File: src/rtl/rnd_robin_dispatcher.sv
// rtl/rnd_robin_dispatcher.sv - one-to-many valid/ready dispatcher with rotating one-hot priority token
// A one-entry output buffer holds each beat on its chosen port until that consumer takes it.
module rnd_robin_dispatcher #(
   parameter int PORTS          = 8,
   parameter int DWIDTH         = 32,
   parameter bit SKIP_NOT_READY = 1'b1
) (
   input  logic                       clk,
   input  logic                       rst_n,
   input  logic                       in_valid,
   input  logic [DWIDTH-1:0]          in_data,
   output logic                       in_ready,
   output logic [PORTS-1:0]           out_valid,
   output logic [DWIDTH-1:0]          out_data,
   input  logic [PORTS-1:0]           out_ready,
   output logic [$clog2(PORTS)-1:0]   out_port,
   output logic                       out_port_dv
);

   localparam int PW = $clog2(PORTS);

   logic                 full;
   logic [PORTS-1:0]     token;
   logic                 drain;
   logic                 load;
   logic [2*PORTS-1:0]   dbl;
   logic [2*PORTS-1:0]   dbl_diff;
   logic [2*PORTS-1:0]   dbl_gnt;
   logic [PORTS-1:0]     skip_oh;
   logic [PORTS-1:0]     sel_oh;
   logic [PW-1:0]        sel_idx;

   // The target is frozen while full, so only its own ready can release the beat.
   assign drain    = full & out_ready[out_port];
   assign in_ready = ~full | drain;
   assign load     = in_valid & in_ready;

   // Lowest set bit of the doubled ready vector at or above the token, wrapping via the upper half.
   assign dbl      = {out_ready, out_ready};
   assign dbl_diff = dbl - {{PORTS{1'b0}}, token};
   assign dbl_gnt  = dbl & ~dbl_diff;
   assign skip_oh  = dbl_gnt[PORTS-1:0] | dbl_gnt[2*PORTS-1:PORTS];

   always_comb begin
      sel_oh = token;
      if (SKIP_NOT_READY && (|out_ready))
         sel_oh = skip_oh;
   end

   always_comb begin
      sel_idx = '0;
      for (int i = 0; i < PORTS; i++) begin
         if (sel_oh[i])
            sel_idx = PW'(i);
      end
   end

   always_ff @(posedge clk or negedge rst_n) begin
      if (!rst_n) begin
         full      <= 1'b0;
         out_valid <= '0;
         out_data  <= '0;
         out_port  <= '0;
         token     <= {{(PORTS-1){1'b0}}, 1'b1};
      end else if (load) begin
         full      <= 1'b1;
         out_valid <= sel_oh;
         out_data  <= in_data;
         out_port  <= sel_idx;
         token     <= {sel_oh[PORTS-2:0], sel_oh[PORTS-1]};
      end else if (drain) begin
         full      <= 1'b0;
         out_valid <= '0;
      end
   end

   assign out_port_dv = full;

endmodule

File: config.mk
export PLATFORM = sky130hd
export DESIGN_NAME = rnd_robin_dispatcher
export DESIGN_NICKNAME = d
export VERILOG_FILES = /design/src/rtl/rnd_robin_dispatcher.sv
export SDC_FILE = /design/constraint.sdc
export NUM_CORES = 1
export LEC_CHECK = 0
export ABC_AREA = 1
export CAP_MARGIN = 40
export CORE_UTILIZATION = 42
export DETAILED_ROUTE_END_ITERATION = 6
export MAX_ROUTING_LAYER = met4
export PLACE_DENSITY = 0.73
export SETUP_SLACK_MARGIN = 0.02
export SLEW_MARGIN = 20
export SYNTH_ARGS = -nofsm -noshare
export SYNTH_HDL_FRONTEND = slang
export SYNTH_SLANG_ARGS = --single-unit
File: constraint.sdc
create_clock -name clk -period 1.8 [get_ports clk]
set_input_delay 0.27 -clock clk [delete_from_list [all_inputs] [get_ports clk]]
set_output_delay 0.27 -clock clk [all_outputs]
set_load 0.01 [all_outputs]
==> results by group, run 1 <==
Critical path
  – Slowest stage delay, CP: 0.55 ns
  – CP endpoint kind: flop
  – Worst path slowest cell: dfstp_2
  – Data required, critical path: 2.02 ns
  – Instance count on the critical path: 14
  – FF-to-FF path depth: 14
  – Crit path max fanout: 2
  – Crit path DAT: 2.17 ns
  – Top delay family on crit path: simple AND/OR/NAND/NOR gates
  – Top cell by count, worst path: nand2_2
  – Crit Path Category: reg -> reg
  – Crit-path cells: nand2_2, fa_2, nand2_2, nand3_2, nand3_2, nand3_1, nand2_1, nand2_1, nand2_2, nand3_2, nor2_4, nand2_2, nand2_1, inv_1
  – Crit start category: flop
  – Buffers & Inverters on Critical Path: 1
  – Reg2reg setup slack: -0.15 ns

Clocking
  – Clk_lat worst skew: 0.31 ns
  – Root Buffer Master: clkbuf_8
  – CTS Buffer Depth: 2
  – CTS tree: yes
  – CTS sink cnt: 52
  – Cts bufs inserted: 5
  – Clk pin slew, worst setup/hold paths: 0.10 ns
  – H-tree depth: 2

Detailed routing
  – WL final: 7893 um
  – Post-route ant nets: 0
  – Via count: 2858
  – Vias/cell: 4.877
  – Detail-routed net length per standard cell: 13.47 um
  – 1st-iter DRT viols: 132
  – Drt drc: 0
  – Total iterations of the first detailed-routing run: 4

STA
  – Final period utilization: 108.3%
  – Worst-Margin Slew: 0.3955 ns
  – Max Slew Vio Count: 0
  – Period minus WS final: 1.949 ns
  – Final setup viols: 10
  – Relative slew slack: 73.63%
  – TNS Setup: -0.8867 ns
  – RSZ-0062 raised after global routing: yes
  – Setup Skew: 0.01399 ns
  – Fin. Hold Viols: 0
  – Max Fclk: 513.1 MHz
  – Final setup margin: -0.1488 ns

Logic synthesis
  – Post-synthesis cell count: 382
  – Area leader, netlist: dfrtp_1
  – Mapped Nets: 433
  – Synth Area in Simple Gates: 37.12%
  – Mux contribution to synthesized area: 0%
  – Synth Register Bits: 52
  – Post-Synth Adder-Cell Area: 3.865%
  – Netlist cell types: 28
  – Post-synthesis sequential area ratio: 46.79%
  – Post-synthesis compound-gate area fraction: 4.315%
  – Syn avg cell area: 7.288 um^2
  – YS warnings: 0
  – Top-area cell type share of the netlist area: 45.84%
  – Post-synthesis xor/xnor area fraction: 0.3146%
  – Synthesized area: 0.002784 mm^2
  – Top cells by area, synth: dfrtp_1 46%, nand2_1 24%, nand3_1 5.8%, inv_1 5.1%, ha_1 3.1%
  – Combinational family with the most area after synthesis: simple AND/OR/NAND/NOR gates

Global route
  – Initial antenna violation count: 0
  – Number of global-route vias before repair: 2900
  – Largest net degree at the start of global routing: 43
  – GRT Total Usage: 24.48%
  – Total gr overflow: 0
  – First-pass GRT wire length: 13300 um

Final layout
  – Nets: 559
  – Layout cells sized above 1: 21.41%
  – Layout Cells excl Fill: 586
  – Area grow syn2layout: 55.60%
  – Utilization after layout: 67.83%
  – Diodes inserted: 0
  – Number of fillers in the final layout: 567

Pwr
  – Cell Pwr Density: 1549 mW/mm^2
  – Leak Pwr: 2.216 nW
  – Worst vdd ir: 972.5 uV
  – Final Power: 6.709 mW

Outcome
  – Violated checks: negative setup slack
  – Status: finished with violations

Floorplan
  – Row cnt: 29
  – Die Y: 83.42 um
  – Die Area: 0.006958 mm^2
  – Initial Util: 43.59%
  – I/O Pins: 88
  – Die width: 83.42 um
  – Core Area: 0.006386 mm^2

Placement
  – Placed insts: 574
  – Port bufs: 87
  – Post-DP HPWL: 5968 um
  – Placer congestion estimate: 0.9517

Flow run
  – Max_cap viols: 0

Hold path
  – Hold Path Depth: 3
  – Min-delay worst type: in -> reg
-- logic make-up after synthesis --
logic type               after synthesis
adder cells (fa/ha/maj)                8
flip-flops                            52
buffers and inverters                 51
AO/OA/AOI/OAI                         23
AND/OR/NAND/NOR                      247
XOR/XNOR                               1
-- Yosys cell counts (all sizes together) --
cell type	instances
a21oi	6
buf	9
dfrtp	51
dfstp	1
fa	1
ha	7
inv	42
nand2	184
nand3	34
nand3b	1
nand4	5
nor2	20
nor4	1
o211ai	1
o21a	1
o21ai	15
or2	2
xor2	1
-- layout by cell type (no fill, tap or decap), types with 2 or more instances in the layout --
| cell type | synthesis | final |
|---|---|---|
| dfrtp_1 | 51 | 51 |
| nor2_4 | 1 | 3 |
| nand2_2 | 3 | 17 |
| inv_2 | 3 | 9 |
| a21oi_1 | 6 | 5 |
| ha_4 | 0 | 5 |
| nand4_1 | 5 | 5 |
| o21ai_0 | 11 | 6 |
| clkdlybuf4s50_1 | 0 | 80 |
| inv_1 | 38 | 32 |
| ha_1 | 7 | 2 |
| nor2_1 | 19 | 10 |
| clkbuf_8 | 0 | 5 |
| nand2_1 | 180 | 166 |
| nand3_4 | 1 | 2 |
| o21ai_1 | 4 | 8 |
| buf_12 | 0 | 3 |
| dlygate4sd2_1 | 0 | 4 |
| buf_4 | 0 | 35 |
| buf_6 | 1 | 2 |
| nand3_1 | 32 | 23 |
| nor2_2 | 0 | 7 |
| nand3_2 | 1 | 9 |
-- where the power goes --
group          internal (mW)  switching, mW  leakage [nW]  total, mW
Combinational           1.95           2.01          1.53       3.95
Clock                  0.277          0.403        0.0445      0.680
Sequential              1.72          0.361         0.644       2.08
-- final timing paths --
check / startpoint / endpoint
max: token[0] / out_port[2]
min: out_ready[0] / out_valid[0]
max reg2reg: token[0] / out_port[2]
min reg2reg: out_data[3] / out_data[3]
max in group asynchronous: rst_n / token[0]
min in group asynchronous: rst_n / out_valid[3]
-- flip-flops by register name, indices dropped and copies added, names as in the netlist --
name / count
out_valid: 8
out_data: 32
out_port: 3
token: 8
out_port_dv: 1
-- cell type report --
cell class / count / area [um^2] / area share, %
Multi-Input combinational cell: 279 / 1463 / 33.77
Clock inverter: 3 / 21.27 / 0.4910
Inverter: 42 / 160.2 / 3.697
Tap cell: 77 / 96.34 / 2.224
Timing Repair Buffer: 128 / 1220 / 28.16
Clock buffer: 5 / 68.82 / 1.589
Sequential cell: 52 / 1303 / 30.07
-- routing by layer --
metal	share of wire (%)	track usage, %	routed length (um)
met5	0	-	0
met4	1.7	6.317	136
met3	5.8	3.877	454
met2	47	40.46	3722
met1	45	31.63	3580
-- per-stage QoR --
step	cell area, um^2	setup slack [ns]	hold slack, ns
after floorplan	2786	-0.03841	-0.02559
after global placement	4000	-0.4501	0.2608
after detailed placement	4000	-0.5263	0.2770
after CTS	4194	-0.1778	0.4203
after global routing	4332	-0.2670	0.4598
final	4332	-0.1488	0.4195
-- tightest hold or removal path, cell delays in order --
cell	delay, ns
dlygate4sd2_1	0.24
o211ai_1	0.12
nand2_1	0.07
-- repair_timing --
action | 4_1_cts | 5_1_grt
setup buffers | 0 | 3
resized for setup | 33 | 33
hold buffers | 1 | 0
pin swaps | 12 | 14
setup endpoints to repair | 44 | 50
cloned | 0 | 0
hold endpoints to repair | 25 | 0
No activity file was read; power rests on OpenSTA's default activity.
==> inputs of run 2 (changes only) <==
--- a/constraint.sdc
+++ b/constraint.sdc
@@ -3,2 +3,2 @@
 set_output_delay 0.27 -clock clk [all_outputs]
-set_load 0.01 [all_outputs]
+set_load 0.05 [all_outputs]
==> run 2 against run 1 <==
The flow still finishes with violations (negative setup slack). Sequential power about the same. Cell area up 6.6%. Cell count up 3.4%. Routed wire length up 4.7%. Flip-flop and latch count unchanged. Critical path type unchanged. Critical endpoint unchanged.
==> results by group, run 2 (same netlist as run 1, synthesis figures left out) <==
Pwr
  – P_int: 4.333 mW
  – Worst vdd ir: 1310 uV
  – Sw Share: 50.40%
  – Leak Pwr: 2.551 nW
  – Sequential fraction of design power: 23.8%
  – Switching pwr: 4.403 mW
  – Combinational fraction of design power: 67.3%
  – Cell Pwr Density: 1891 mW/mm^2
  – Clock share of power: 8.8%

Floorplan
  – I/O Pins: 88
  – Die Area: 0.006958 mm^2
  – Initial Util: 43.59%
  – Die Y: 83.42 um
  – Row cnt: 29
  – Core Area: 0.006386 mm^2
  – Die width: 83.42 um

STA
  – Fin. Hold Viols: 0
  – Period minus WS final: 2.009 ns
  – Hold WS: 0.4775 ns
  – Final setup margin: -0.2086 ns
  – Setup Skew: 0.01070 ns
  – Final period utilization: 111.6%
  – Relative slew slack: 65.42%
  – Final setup viols: 9
  – Worst-Margin Slew: 0.5179 ns
  – Max Slew Vio Count: 0
  – Max Fclk: 497.9 MHz
  – RSZ-0062 raised after global routing: yes

Global route
  – Total gr overflow: 0
  – First-pass GRT wire length: 12910 um
  – Initial antenna violation count: 0
  – GRT Total Usage: 23.20%
  – Largest net degree at the start of global routing: 53
  – Number of global-route vias before repair: 2767

Detailed routing
  – Post-route ant nets: 0
  – Detail-routed net length per standard cell: 13.63 um
  – Via count: 3034
  – WL final: 8261 um
  – Drt drc: 0
  – Vias/cell: 5.007
  – 1st-iter DRT viols: 169
  – Total iterations of the first detailed-routing run: 5

Outcome
  – Status: finished with violations
  – Violated checks: negative setup slack

Flow run
  – Max_cap viols: 0

Critical path
  – Reg2reg start: token[0]
  – Buffers & Inverters on Critical Path: 1
  – Crit path DAT: 2.20 ns
  – CP endpoint kind: flop
  – Worst path slowest cell: dfstp_2
  – Data required, critical path: 1.99 ns
  – Crit Path Category: reg -> reg
  – Top delay family on crit path: simple AND/OR/NAND/NOR gates
  – Crit start category: flop
  – Crit-path cells: nand2_2, fa_2, nand2_2, nand3_2, nand3_2, nand3_1, nand2_1, nand2_1, nand2_2, nand3_2, nor2_2, nand2_1, nand2_1, inv_1
  – Top cell by count, worst path: nand2_1
  – Slowest stage delay, CP: 0.55 ns
  – Crit path max fanout: 2
  – Critical Path Start: token[0]

Final layout
  – Nets: 579
  – Commonest non-fill, non-tap cells in the layout: 159 x nand2_1, 66 x buf_4, 50 x clkdlybuf4s50_1
  – Biggest regs: out_data (32), out_valid (8), token (8)
  – Layout cells sized above 1: 30.25%
  – Most common cell after layout, fill and taps aside: nand2_1
  – Diodes inserted: 0
  – Biggest register: out_data
  – Area grow syn2layout: 65.93%
  – Max reg flops: 32
  – Final Cell Area: 0.004619 mm^2

Clocking
  – H-tree depth: 2
  – CTS Buffer Depth: 2
  – CTS tree: yes
  – Clk_lat worst skew: 0.29 ns
  – CTS sink cnt: 52
  – Cts bufs inserted: 5
  – Root Buffer Master: clkbuf_8
  – Clk pin slew, worst setup/hold paths: 0.09 ns

Placement
  – Placer congestion estimate: 1.005
  – Setup WS pre-CTS: -0.4736 ns
  – Post-DP HPWL: 5817 um
  – Placed Area: 0.004080 mm^2
  – Port bufs: 87

Hold path
  – Min-delay worst type: in -> async
==> run 2: changes by cell type in the layout (fill, tap and decap cells not counted), moves of 3 or more <==
cell / delta
nand2_2: +3
a21oi_1: -4
a21oi_2: +4
clkdlybuf4s50_1: -30
buf_12: +3
dlymetal6s2s_1: +16
o21ai_2: +4
buf_4: +31
nand2_4: +4
nand2_1: -7
==> run 2: final cells by class <==
type | instances | area [um^2]
Multi-Input combinational cell | 279 | 1535
Timing Repair Buffer | 148 | 1415
Clock inverter | 2 | 35.03
Fill cell | 463 | 1767
Clock buffer | 6 | 72.57
Tap cell | 77 | 96.34
Sequential cell | 52 | 1305
Inverter | 42 | 160.2
==> run 2: worst reg2reg max path, cell delays in order, from the launching register on <==
cell and delay (ns):
dfstp_2 0.55, nand2_2 0.07, fa_2 0.35, nand2_2 0.09, nand3_2 0.08, nand3_2 0.09
nand3_1 0.07, nand2_1 0.07, nand2_1 0.06, nand2_2 0.08, nand3_2 0.09, nor2_2 0.13
nand2_1 0.07, nand2_1 0.06, inv_1 0.03
==> run 2: stage by stage <==
| stage | cells | util (%) | total power, mW | setup TNS (ns) |
|---|---|---|---|---|
| final | 606 | 72.34 | 8.736 | -1.011 |
| after CTS | 594 | 66.24 | 8.192 | -0.7897 |
| after global routing | 606 | 72.34 | 9.285 | -2.382 |
| after floorplan | 382 | - | 5.335 | -0.08859 |
| after global placement | 583 | 63.89 | 7.272 | -9.944 |
| after detailed placement | 583 | 63.89 | 7.330 | -11.30 |
==> run 2: layer usage <==
metal	vias to the layer above	wire, um	GRT usage, %	share of wire, %
met2	140	3877	36.36	47
met5	-	0	-	0
met4	0	180	4.314	2.2
met3	18	662	5.070	8.0
li1	1480	-	-	-
met1	1396	3540	31.47	43
==> run 2: worst paths after layout <==
check | depth (start not counted) | to | slack (ns)
hold / removal | 3 | token[1] | 0.48
setup reg to reg | 14 | out_port[2] | -0.21
setup / recovery | 14 | out_port[2] | -0.21
min in group clk | 2 | out_data[27] | 0.48
max in group asynchronous | 3 | token[0] | 1.04
hold reg to reg | 2 | out_data[27] | 0.48
==> run 2: repair_timing <==
item,CTS,global route
endpoints found under the hold margin,51,0
pin swaps,3,22
gates resized for setup,14,85
endpoints found under the setup margin,10,38
buffers inserted,2,13
hold buffers,1,0
==> run 2: power groups by stage <==
stage,registers (mW),logic [mW],clock network [mW]
finish,2.08,5.88,0.773
global route,2.15,6.29,0.843
CTS,2.07,5.33,0.794
detailed placement,2.07,5.26,0
global placement,2.07,5.21,0
floorplan,3.68,1.65,0
